===== src/rtl/rf_arb_pkg.sv =====
// rf_arb_pkg: shared types and widths for the register-file write arbiter.
package rf_arb_pkg;
    localparam int RF_ARB_DEPTH = 2;
    localparam int REG_W = 5;
    localparam int DATA_W = 32;
    localparam int CNT_W = $clog2(RF_ARB_DEPTH + 1);
    typedef enum logic [1:0] {IDLE, WAIT, STALL} state_t;
    typedef struct packed {
        logic              valid;
        logic [REG_W-1:0]  rd;
        logic [DATA_W-1:0] data;
    } entry_t;
    function automatic logic [31:0] onehot(input logic [REG_W-1:0] r);
        return 32'd1 << r;
    endfunction
endpackage


===== src/rtl/rf_arb_fifo.sv =====
// rf_arb_fifo: 2-entry compacting FIFO of buffered MDU writes with squash by register
// and a registered pending-register mask. Valid entries always form a prefix (slot 0 = head).
module rf_arb_fifo
    import rf_arb_pkg::*;
(
    input  logic              clk,
    input  logic              rst_n,
    input  logic              squash,
    input  logic [REG_W-1:0]  squash_reg,
    input  logic              deq,
    input  logic              enq,
    input  logic [REG_W-1:0]  enq_reg,
    input  logic [DATA_W-1:0] enq_data,
    output logic              head_valid,
    output logic [REG_W-1:0]  head_reg,
    output logic [DATA_W-1:0] head_data,
    output logic              head_squash,
    output logic [CNT_W-1:0]  count,
    output logic [31:0]       pend_mask
);
    entry_t q0, q1, n0, n1, ent;
    logic k0, k1;

    always_comb begin
        ent = '{valid: 1'b1, rd: enq_reg, data: enq_data};
        k0 = q0.valid && !deq && !(squash && q0.rd == squash_reg);
        k1 = q1.valid && !(squash && q1.rd == squash_reg);
        n0 = k0 ? q0 : k1 ? q1 : enq ? ent : '0;
        n1 = (k0 && k1) ? q1 : ((k0 ^ k1) && enq) ? ent : '0;
    end

    always_ff @(posedge clk or negedge rst_n) begin
        if (!rst_n) begin
            q0 <= '0;
            q1 <= '0;
            pend_mask <= '0;
        end else begin
            q0 <= n0;
            q1 <= n1;
            pend_mask <= (n0.valid ? onehot(n0.rd) : 32'd0) | (n1.valid ? onehot(n1.rd) : 32'd0);
        end
    end

    assign head_valid = q0.valid;
    assign head_reg = q0.rd;
    assign head_data = q0.data;
    assign head_squash = squash && q0.valid && q0.rd == squash_reg;
    assign count = CNT_W'(q0.valid) + CNT_W'(q1.valid);
endmodule


===== src/rtl/regfile_wr_arbiter.sv =====
// regfile_wr_arbiter: merges pipeline write-back and buffered MDU results onto one RF write port.
// Define RF_ARB_STARVE_EN to build the starvation FSM that drives Stall_Req.
module regfile_wr_arbiter
    import rf_arb_pkg::*;
#(
    parameter int STARVE_LIMIT = 8
) (
    input  logic              Clk,
    input  logic              Rst_n,
    input  logic              WB_RegWrite,
    input  logic [REG_W-1:0]  WB_WriteRegister,
    input  logic [DATA_W-1:0] WB_WriteData,
    input  logic              MDU_Valid,
    output logic              MDU_Ready,
    input  logic [REG_W-1:0]  MDU_WriteRegister,
    input  logic [DATA_W-1:0] MDU_WriteData,
    output logic              RF_RegWrite,
    output logic [REG_W-1:0]  RF_WriteRegister,
    output logic [DATA_W-1:0] RF_WriteData,
    output logic              Stall_Req,
    output logic [31:0]       Pend_Mask
);
    logic wb_act, mdu_nz, bypass, by_wr, enq;
    logic head_valid, head_squash;
    logic [REG_W-1:0] head_reg;
    logic [DATA_W-1:0] head_data;
    logic [CNT_W-1:0] count;

    assign wb_act = WB_RegWrite && WB_WriteRegister != '0;
    assign mdu_nz = MDU_WriteRegister != '0;
    assign MDU_Ready = count < CNT_W'(RF_ARB_DEPTH);
    assign bypass = !head_valid && !wb_act && MDU_Valid;
    assign by_wr = bypass && mdu_nz;
    // r0 results are handshaken but dropped: never enqueued, never written
    assign enq = MDU_Valid && MDU_Ready && !bypass && mdu_nz;

    assign RF_RegWrite = wb_act || head_valid || by_wr;
    assign RF_WriteRegister = wb_act ? WB_WriteRegister : head_valid ? head_reg : by_wr ? MDU_WriteRegister : '0;
    assign RF_WriteData = wb_act ? WB_WriteData : head_valid ? head_data : by_wr ? MDU_WriteData : '0;

    rf_arb_fifo u_fifo (
        .clk        (Clk),
        .rst_n      (Rst_n),
        .squash     (wb_act),
        .squash_reg (WB_WriteRegister),
        .deq        (!wb_act),
        .enq        (enq),
        .enq_reg    (MDU_WriteRegister),
        .enq_data   (MDU_WriteData),
        .head_valid (head_valid),
        .head_reg   (head_reg),
        .head_data  (head_data),
        .head_squash(head_squash),
        .count      (count),
        .pend_mask  (Pend_Mask)
    );

`ifdef RF_ARB_STARVE_EN
    localparam int CW = $clog2(STARVE_LIMIT + 1);
    state_t state, state_n;
    logic [CW-1:0] cnt, cnt_n, cnt_inc;
    logic waiting;

    // the first waiting cycle is counted on the IDLE->WAIT transition
    assign waiting = head_valid && wb_act && !head_squash;

    always_comb begin
        state_n = state;
        cnt_n = cnt;
        cnt_inc = cnt + 1'b1;
        if (!waiting) begin
            state_n = IDLE;
            cnt_n = '0;
        end else if (state == IDLE) begin
            state_n = WAIT;
            cnt_n = CW'(1);
        end else if (state == WAIT) begin
            cnt_n = cnt_inc;
            state_n = (cnt_inc == CW'(STARVE_LIMIT)) ? STALL : WAIT;
        end
    end

    always_ff @(posedge Clk or negedge Rst_n) begin
        if (!Rst_n) begin
            state <= IDLE;
            cnt <= '0;
        end else begin
            state <= state_n;
            cnt <= cnt_n;
        end
    end

    assign Stall_Req = state == STALL;
`else
    logic unused_limit;
    assign unused_limit = ^STARVE_LIMIT;
    assign Stall_Req = 1'b0;
`endif
endmodule


===== config.mk =====
export PLATFORM = sky130hd
export DESIGN_NAME = regfile_wr_arbiter
export DESIGN_NICKNAME = d
export VERILOG_FILES = /design/src/rtl/rf_arb_pkg.sv /design/src/rtl/rf_arb_fifo.sv /design/src/rtl/regfile_wr_arbiter.sv
export SDC_FILE = /design/constraint.sdc
export NUM_CORES = 1
export LEC_CHECK = 0
export CORE_MARGIN = 2
export CORE_UTILIZATION = 44
export DETAILED_ROUTE_END_ITERATION = 12
export GPL_ROUTABILITY_DRIVEN = 0
export GPL_TIMING_DRIVEN = 0
export PLACE_DENSITY = 0.77
export SKIP_CTS_REPAIR_TIMING = 1
export SYNTH_ARGS = -nofsm -noshare
export SYNTH_HDL_FRONTEND = slang
export SYNTH_SLANG_ARGS = --single-unit

===== constraint.sdc =====
create_clock -name Clk -period 3.16 [get_ports Clk]
set_clock_uncertainty 0.1 [all_clocks]
set_input_delay 0.632 -clock Clk [delete_from_list [all_inputs] [get_ports Clk]]
set_output_delay 0.632 -clock Clk [all_outputs]
set_load 0.02 [all_outputs]

# After elaboration in Yosys (flattened, before gate mapping)
# Cells that the tools add are included.
[word_totals] out_inout_bits=72 wordCells=51 inputBits=78 ff_bits=108
[op_classes] eq_ne=2 bitwise=2 n_reduce_logical=23 n_lt_le_gt_ge=1 muxes=13 addsub=1 shifts=2
[op_table] operator="two-way mux 38 bit" n=5
[op_table] operator="two-way mux 32 bit" n=5
[op_table] operator="<< shifter 1 x 5 -> 32 bit (first input constant)" n=2
[op_table] operator="OR 32 bit" n=1
[op_table] operator="two-way mux 5 bit" n=3
[op_table] operator="logical AND 1 bit" n=14
[op_table] operator="== test 5 bit" n=2
[op_table] operator="nonzero test 5 bit" n=2
[op_table] operator="logical NOT 1 bit" n=5
[op_table] operator="adder 1 x 1 -> 2 bit" n=1
[op_table] operator="logical OR 1 bit" n=2
[op_table] operator="less-than comparator 2 bit (second input constant)" n=1
[op_table] operator="bitwise XOR 1 bit" n=1

# Logic depth before layout (Yosys ltp)
# Gate-level depths: netlist of the first run.
[depth] word_depth=14 mapped_depth=16 depth_no_buf=11

# By module
# A second synthesis of the first run with hierarchy kept.
[unflattened] cells_unflattened=843 hier_area_um2=7051.8
[modules_own_cells] mod="rf_arb_fifo" area_per_inst_um2=5770.5 cells_each=626 seq_area_each_um2=2702.6 instances=1
[modules_own_cells] mod="regfile_wr_arbiter" area_per_inst_um2=1281.2 cells_each=217 seq_area_each_um2=0.0 instances=1

# Least setup slack after synthesis of the first run
# No wires, ideal clock.
[synth_path] path_kind="input -> register" startpoint="input port WB_WriteRegister[0]" endpoint="register u_fifo.q1[0] (netlist bit)" arrival_ns=3.372 cell_stages=13 slack_ns=-0.378 setup_time_ns=0.066 n_path_buf=4 required_ns=2.994 path_cell_list="or4_4 > o21ai_4 > a311o_1 > buf_6 > inv_1 > ha_1 > clkbuf_1 > nor2b_1 > nand3_1 > nor2_2 > clkbuf_1 > clkbuf_1 > a22o_1"
[synth_via] elab_cells_between_ends=21 cone_classes="eq/ne (2); mux (1); bitwise (1); reduce/logical (17)"
[synth_rtl] item="from (decl)" line="regfile_wr_arbiter.sv:11" text="input logic [REG_W-1:0] WB_WriteRegister,"
[synth_rtl] item="nonzero test 5 bit" line="regfile_wr_arbiter.sv:29" text="assign wb_act = WB_RegWrite && WB_WriteRegister != '0;"
[synth_rtl] item="logical AND 1 bit" line="regfile_wr_arbiter.sv:29"
[synth_rtl] item="logical AND 1 bit" line="rf_arb_fifo.sv:26" text="k0 = q0.valid && !deq && !(squash && q0.rd == squash_reg);"
[synth_rtl] item="logical NOT 1 bit" line="rf_arb_fifo.sv:26"
[synth_rtl] item="logical AND 1 bit *" line="rf_arb_fifo.sv:26"
[synth_rtl] item="named net u_fifo.k0" line="rf_arb_fifo.sv:22" text="logic k0, k1;"
[synth_rtl] item="bitwise XOR 1 bit" line="rf_arb_fifo.sv:29" text="n1 = (k0 && k1) ? q1 : ((k0 ^ k1) && enq) ? ent : '0;"
[synth_rtl] item="logical AND 1 bit" line="rf_arb_fifo.sv:29"
[synth_rtl] item="two-way mux 38 bit" line="rf_arb_fifo.sv:29"
[synth_rtl] item="to (signal assigned)" line="rf_arb_fifo.sv:39" text="q1 <= n1;"
[synth_rtl] item="to (decl)" line="rf_arb_fifo.sv:21" text="entry_t q0, q1, n0, n1, ent;"
# The timed path passes the listed nets; every way through them passes the cells marked *.
# A chain may end at the register's enable or synchronous reset.

# Worst setup path in the final report of the first run
[layout_path] startpoint="input port WB_WriteRegister[1]" endpoint="output port RF_WriteData[25]"
[layout_via] elab_chain_len=9
[layout_lines] item="nonzero test 5 bit *" line="regfile_wr_arbiter.sv:29"
[layout_lines] item="logical AND 1 bit *" line="regfile_wr_arbiter.sv:29"
[layout_lines] item="logical NOT 1 bit"
[layout_lines] item="logical AND 1 bit (2 in a row)" line="regfile_wr_arbiter.sv:32" text="assign bypass = !head_valid && !wb_act && MDU_Valid;"
[layout_lines] item="logical AND 1 bit" line="regfile_wr_arbiter.sv:33" text="assign by_wr = bypass && mdu_nz;"
[layout_lines] item="two-way mux 32 bit (2 in a row)" line="regfile_wr_arbiter.sv:39" text="assign RF_WriteData = wb_act ? WB_WriteData : head_valid ? head_data : by_wr ? MDU_WriteData : '0;"
[layout_lines] item="two-way mux 32 bit *" line="regfile_wr_arbiter.sv:39"
[layout_lines] item="to (decl)" line="regfile_wr_arbiter.sv:19" text="output logic [DATA_W-1:0] RF_WriteData,"
# Every way passes the cells marked *; elsewhere a longest branch is shown, timed or not.

==> flow_summary.json, run 1 <==
{
  "preCtsSetupSlack_ns": -1.469,
  "drt_pass1_iterations": 5,
  "cp.buffers_inverters": 5,
  "rsz0062_at_grt": "yes",
  "p_leak_uw": 0.003595,
  "via_count": 5868,
  "syn-num-nets": 708,
  "clock_tree.buffer_depth": 2,
  "fillCellCount": 968,
  "insertion_delay_ns": 0.35,
  "dieArea_mm2": 0.01374,
  "core-area_mm2": 0.01257,
  "grt_pass1_vias": 5506,
  "h-tree-depth": 3,
  "syn_area_mm2": 0.005642,
  "path_delay_family": "buffers and inverters",
  "layout-drive-gt1-share": 0.2627,
  "yosysTopAreaCellShare": 0.4790,
  "dp_hpwl_um": 13200,
  "final_max_slew_viol_count": 0,
  "grt_use_total": 0.2690,
  "syn_area_per_cell_um2": 8.969,
  "power.density_mw_per_mm2": 748.9,
  "ys_ff_latch": 108,
  "worst-setup-path-type": "input pin to output port",
  "die_w_um": 117.2,
  "path_cells": "buf_8 > or4_4 > o21ai_4 > buf_4 > buf_6 > clkbuf_4 > nor2_1 > a21oi_1 > buf_4",
  "startpoint_type": "input pin",
  "grt_overflow": 0,
  "cts.sinks": 108,
  "slowest_delay_ns": 0.56,
  "wl_per_cell_um": 20.09,
  "ir_drop_mv": 0.3463,
  "start_util": 0.4489,
  "crit_fanout": 10,
  "min_period_over_period": 1.014,
  "n_antenna_cell": 0,
  "grt_max_degree": 76,
  "yosysTopAreaCell": "dfrtp_1",
  "die_height_um": 117.2,
  "dr.first_iter.drc_count": 513,
  "largest_reg_flops": 38,
  "io_pins": 150,
  "period_needed_ns": 3.206,
  "setup_ws_ns": -0.04580,
  "finalSetupViolCount": 4,
  "ys_seq_area_frac": 0.4790,
  "endpoint_kind": "output port",
  "holdWs_ns": 0.1230,
  "hold_class": "input pin to asynchronous set/reset pin",
  "synth-main-ff-cell": "dfrtp_1",
  "root_buffer": "clkbuf_16",
  "clk_pin_slew_worst_paths_ns": 0.07,
  "tns_ns": -0.09726,
  "async_reset_ff_frac": 1.000,
  "grt_first_pass_wirelength_um": 28580,
  "status": "finished, violations left",
  "violations": "setup timing",
  "synthCells": 629,
  "via_per_inst": 5.994,
  "port_buffers": 146,
  "cap_violations": 0,
  "yosysUniqueCellTypes": 60,
  "drc_errors": 0,
  "cpMostUsedCell": "buf_4",
  "cts_made_buffers": 9,
  "layout.cells.non_filler": 979,
  "hold_viol": 0,
  "top_register": "u_fifo.q1",
  "fin_util": 0.6626,
  "synth-edff-count": 0,
  "final_common_cell": "dfrtp_1",
  "crit_slowest_cell": "or4_4",
  "routed_wl_um": 19670,
  "ant_nets": 0,
  "syn_to_final_growth_pct": 47.62,
  "cp.required_ns": 2.43,
  "nNetsFinal": 881,
  "worst_pin_slew_ns": 0.6910,
  "layout_common_cells": "dfrtp_1, clkdlybuf4s50_1, nor2_1",
  "yosys_warnings": 0,
  "synth_area_leaders": "dfrtp_1, a21oi_1, nor2_1",
  "antenna_found_initial": 0,
  "worstPathArrival_ns": 2.47,
  "maxSlewHeadroom": 0.5393,
  "fmax_mhz": 311.9,
  "cts_tree": "done",
  "placementRows": 41,
  "place_inst": 948
}
==> worst paths after layout <==
check	from	end	slack (ns)	depth (start not counted)
setup / recovery	WB_WriteRegister[1]	RF_WriteData[25]	-0.05	9
min in group Clk	u_fifo.q1[11]	u_fifo.q1[11]	0.41	1
setup reg to reg	u_fifo.q1[36]	u_fifo.pend_mask[12]	0.09	13
hold / removal	Rst_n	u_fifo.pend_mask[3]	0.12	1
max in group asynchronous	Rst_n	u_fifo.q1[31]	2.11	2
hold reg to reg	u_fifo.q1[11]	u_fifo.q1[11]	0.41	1
==> layout make-up <==
type / instances / area (um^2) / share of cell area
Buffer: 50 / 329.1 / 0.03951
Clock buffer: 10 / 229.0 / 0.02749
Clock inverter: 6 / 70.07 / 0.008413
Inverter: 6 / 27.53 / 0.003305
Multi-Input combinational cell: 460 / 3166 / 0.3801
Sequential cell: 108 / 2706 / 0.3250
Tap cell: 172 / 215.2 / 0.02584
Timing Repair Buffer: 167 / 1585 / 0.1904
==> synth_stat cells, drive strengths merged, types with 3 or more instances <==
cell type,n
dfrtp,108
nor2,76
a21oi,74
nand2,65
nand3,45
clkbuf,40
a31oi,36
and3,33
a22o,32
o22ai,27
buf,15
nand2b,7
xnor2,7
inv,6
o21ai,6
a32o,5
a22oi,4
a31o,3
nor2b,3
xor2,3
==> per-layer routing <==
layer  GRT usage  vias to the layer above  share of wire
li1            -                     2627              -
met1      0.3605                     2891           0.39
met2      0.4483                      305           0.51
met3     0.03038                       45          0.071
met4      0.1067                        0          0.026
met5           0                        -              0
==> kinds of logic (layout without fill, tap and decap cells) <==
| logic type | after synthesis | in the layout | synth area share |
|---|---|---|---|
| DFF | 108 | 108 | 0.4790 |
| AOI/OAI and AO/OA | 205 | 205 | 0.2508 |
| buffers and inverters | 61 | 239 | 0.04568 |
| adders and majority gates | 1 | 1 | 0.002217 |
| and+or+nand+nor | 242 | 242 | 0.2043 |
| muxes | 1 | 1 | 0.001774 |
| other | 1 | 1 | 0.0006647 |
| xor gates and xnor gates | 10 | 10 | 0.01553 |
==> power breakdown <==
group | internal [uW] | total [uW] | switching [uW] | leakage, uW
Sequential | 1760 | 2030 | 275 | 0.00144
Clock | 624 | 1150 | 529 | 0.000148
Combinational | 1240 | 3050 | 1810 | 0.00201
==> stage by stage <==
step	instance area [um^2]	power, uW
4_1_cts	7752	5843
5_1_grt	8328	6543
3_5_place_dp	7453	4685
2_1_floorplan	5752	3670
6_report	8328	6237
3_3_place_gp	7428	4606
No activity file was read; power rests on OpenSTA's default activity.
==> run 2, diff against run 1 <==
Settings changed: PLACE_DENSITY 0.77 to 0.84.
==> run 2 against run 1 <==
Compared with the run above: the run still ends with setup timing left; sequential power about the same; via count increased by 3.1%; routed wire length rose by 0.45%; global-route usage decreased by 0.67 points; power is 1.5% lower; critical endpoint is now u_fifo.pend_mask[16]; sequential cell count did not move; first-iteration DRC count is 74% higher; die area stayed put.
==> flow_summary.json, run 2 (same netlist as run 1, synthesis figures left out) <==
{
  "grt_use_met3": 0.04171,
  "ir_drop_mv": 0.3479,
  "cap_violations": 0,
  "root_buffer": "clkbuf_16",
  "hold_viol": 0,
  "worst_pin_slew_ns": 1.084,
  "p_switching_uw": 2604,
  "clk_pin_slew_worst_paths_ns": 0.07,
  "dr.first_iter.drc_count": 895,
  "fillCellCount": 949,
  "startpoint_type": "input pin",
  "drt_pass1_iterations": 7,
  "nNetsFinal": 890,
  "place_area_mm2": 0.007453,
  "top_usage_layer": "met2",
  "endpoint_kind": "flop",
  "finalSetupViolCount": 8,
  "tns_ns": -0.09909,
  "insertion_delay_ns": 0.36,
  "dp_hpwl_um": 12720,
  "placementRows": 41,
  "final_cell_area_mm2": 0.008227,
  "final_common_cell": "dfrtp_1",
  "largest_reg_flops": 38,
  "cts.sinks": 108,
  "h-tree-depth": 3,
  "power.density_mw_per_mm2": 746.7,
  "seq_power_share": 0.331,
  "intPower_uw": 3538,
  "drc_errors": 0,
  "fmax_mhz": 312.0,
  "holdWs_ns": 0.1979,
  "dieArea_mm2": 0.01374,
  "core-area_mm2": 0.01257,
  "use_met2": 0.4241,
  "fin_util": 0.6546,
  "layout_common_cells": "dfrtp_1, clkdlybuf4s50_1, nor2_1",
  "layout-drive-gt1-share": 0.2405,
  "min_period_over_period": 1.014,
  "clock_tree.buffer_depth": 2,
  "hold_class": "input pin to asynchronous set/reset pin",
  "final_max_slew_viol_count": 0,
  "cts_tree": "done",
  "wl_per_cell_um": 20.02,
  "pwr-share-clk": 0.177,
  "n_antenna_cell": 0,
  "worstPathArrival_ns": 3.38,
  "port_buffers": 146,
  "via_count": 6051,
  "setup_ws_ns": -0.04513,
  "worst-setup-path-type": "input pin to flop",
  "antenna_found_initial": 0,
  "violations": "setup timing",
  "status": "finished, violations left",
  "ant_nets": 0,
  "grt.met1_usage": 0.3581,
  "syn_to_final_growth_pct": 45.82,
  "cts_made_buffers": 9,
  "switching_share": 0.4240,
  "top_register": "u_fifo.q1",
  "start_util": 0.4489,
  "p_leak_uw": 0.003620,
  "maxSlewHeadroom": 0.2679,
  "grt_overflow": 0,
  "grt_max_degree": 62,
  "grt_first_pass_wirelength_um": 27990,
  "die_w_um": 117.2,
  "reg2reg_depth": 13,
  "period_needed_ns": 3.205,
  "routed_wl_um": 19760,
  "via_per_inst": 6.131,
  "grt_pass1_vias": 5464,
  "grt_use_total": 0.2623,
  "rsz0062_at_grt": "yes",
  "io_pins": 150,
  "p_comb_frac": 0.492,
  "die_height_um": 117.2,
  "cp.required_ns": 3.33,
  "crit_fanout": 5
}
==> run 2: cell count changes in the layout (fill, tap and decap cells not counted), moves of 3 or more <==
| cell | delta |
|---|---|
| clkbuf_2 | +14 |
| a21oi_2 | -12 |
| a21oi_1 | +11 |
| and3_1 | +7 |
| and3_4 | -7 |
| o22ai_1 | +4 |
| o22ai_2 | -4 |
| buf_2 | -3 |
| buf_6 | -3 |
| inv_6 | -3 |
==> run 2: path summary, 6_finish.rpt <==
kind | slack (ns) | endpoint | startpoint
min in group Clk | 0.41 | u_fifo.q1[6] | u_fifo.q1[6]
worst min register to register | 0.41 | u_fifo.q1[6] | u_fifo.q1[6]
worst max register to register | 0.02 | u_fifo.pend_mask[16] | u_fifo.q1[35]
worst max-delay path | -0.05 | u_fifo.pend_mask[16] | WB_WriteRegister[3]
max in group asynchronous | 2.05 | u_fifo.pend_mask[15] | Rst_n
worst min-delay path | 0.20 | u_fifo.head_data[17] | Rst_n
==> run 2: critical path, cell delays in order <==
cell and delay (ns):
dlymetal6s2s_1 0.20, or4_4 0.48, o21ai_4 0.21, a311o_1 0.22, buf_6 0.14, inv_4 0.04
ha_4 0.24, nor2b_4 0.18, nand3_4 0.12, o21ai_2 0.30, o211ai_1 0.27, nand2b_1 0.23
o21ai_1 0.11
==> run 2: cell type report <==
type | count | area [um^2] | area share
timing repair buffer | 175 | 1628 | 0.1979
clock buffer | 10 | 239.0 | 0.02905
tap | 172 | 215.2 | 0.02616
sequential | 108 | 2706 | 0.3290
buffer | 51 | 330.3 | 0.04015
inverter | 6 | 25.02 | 0.003042
clock inverter | 5 | 38.79 | 0.004715
multi-input combinational | 460 | 3044 | 0.3700
==> run 2: routing by layer <==
metal  routed length, um  part of all wire
met5                   0                 0
met4                 748             0.038
met3                1729             0.088
met2                9424              0.48
met1                7853              0.40
==> run 2: power groups by stage <==
| stage | Combinational, uW | Sequential (uW) | Clock [uW] |
|---|---|---|---|
| after detailed placement | 2680 | 1990 | 0 |
| after CTS | 2700 | 1970 | 1070 |
| after global routing | 3220 | 2070 | 1140 |
| after floorplan | 1670 | 2000 | 0 |
| after global placement | 2630 | 1980 | 0 |
| final | 3020 | 2030 | 1090 |
==> run 2: through the flow <==
step / total power [uW] / setup WS (ns) / instances
after floorplan: 3670 / 0.005873 / 629
after detailed placement: 4667 / -1.459 / 948
after CTS: 5747 / -1.462 / 963
after global routing: 6422 / -0.1166 / 987
final: 6143 / -0.04513 / 987
after global placement: 4611 / -2.644 / 947
==> run 3, diff against run 2 <==
Settings changed: SKIP_LAST_GASP set to 1.
==> results of run 3 <==
The final DEF is identical to that of run 2; final timing and power are the same.
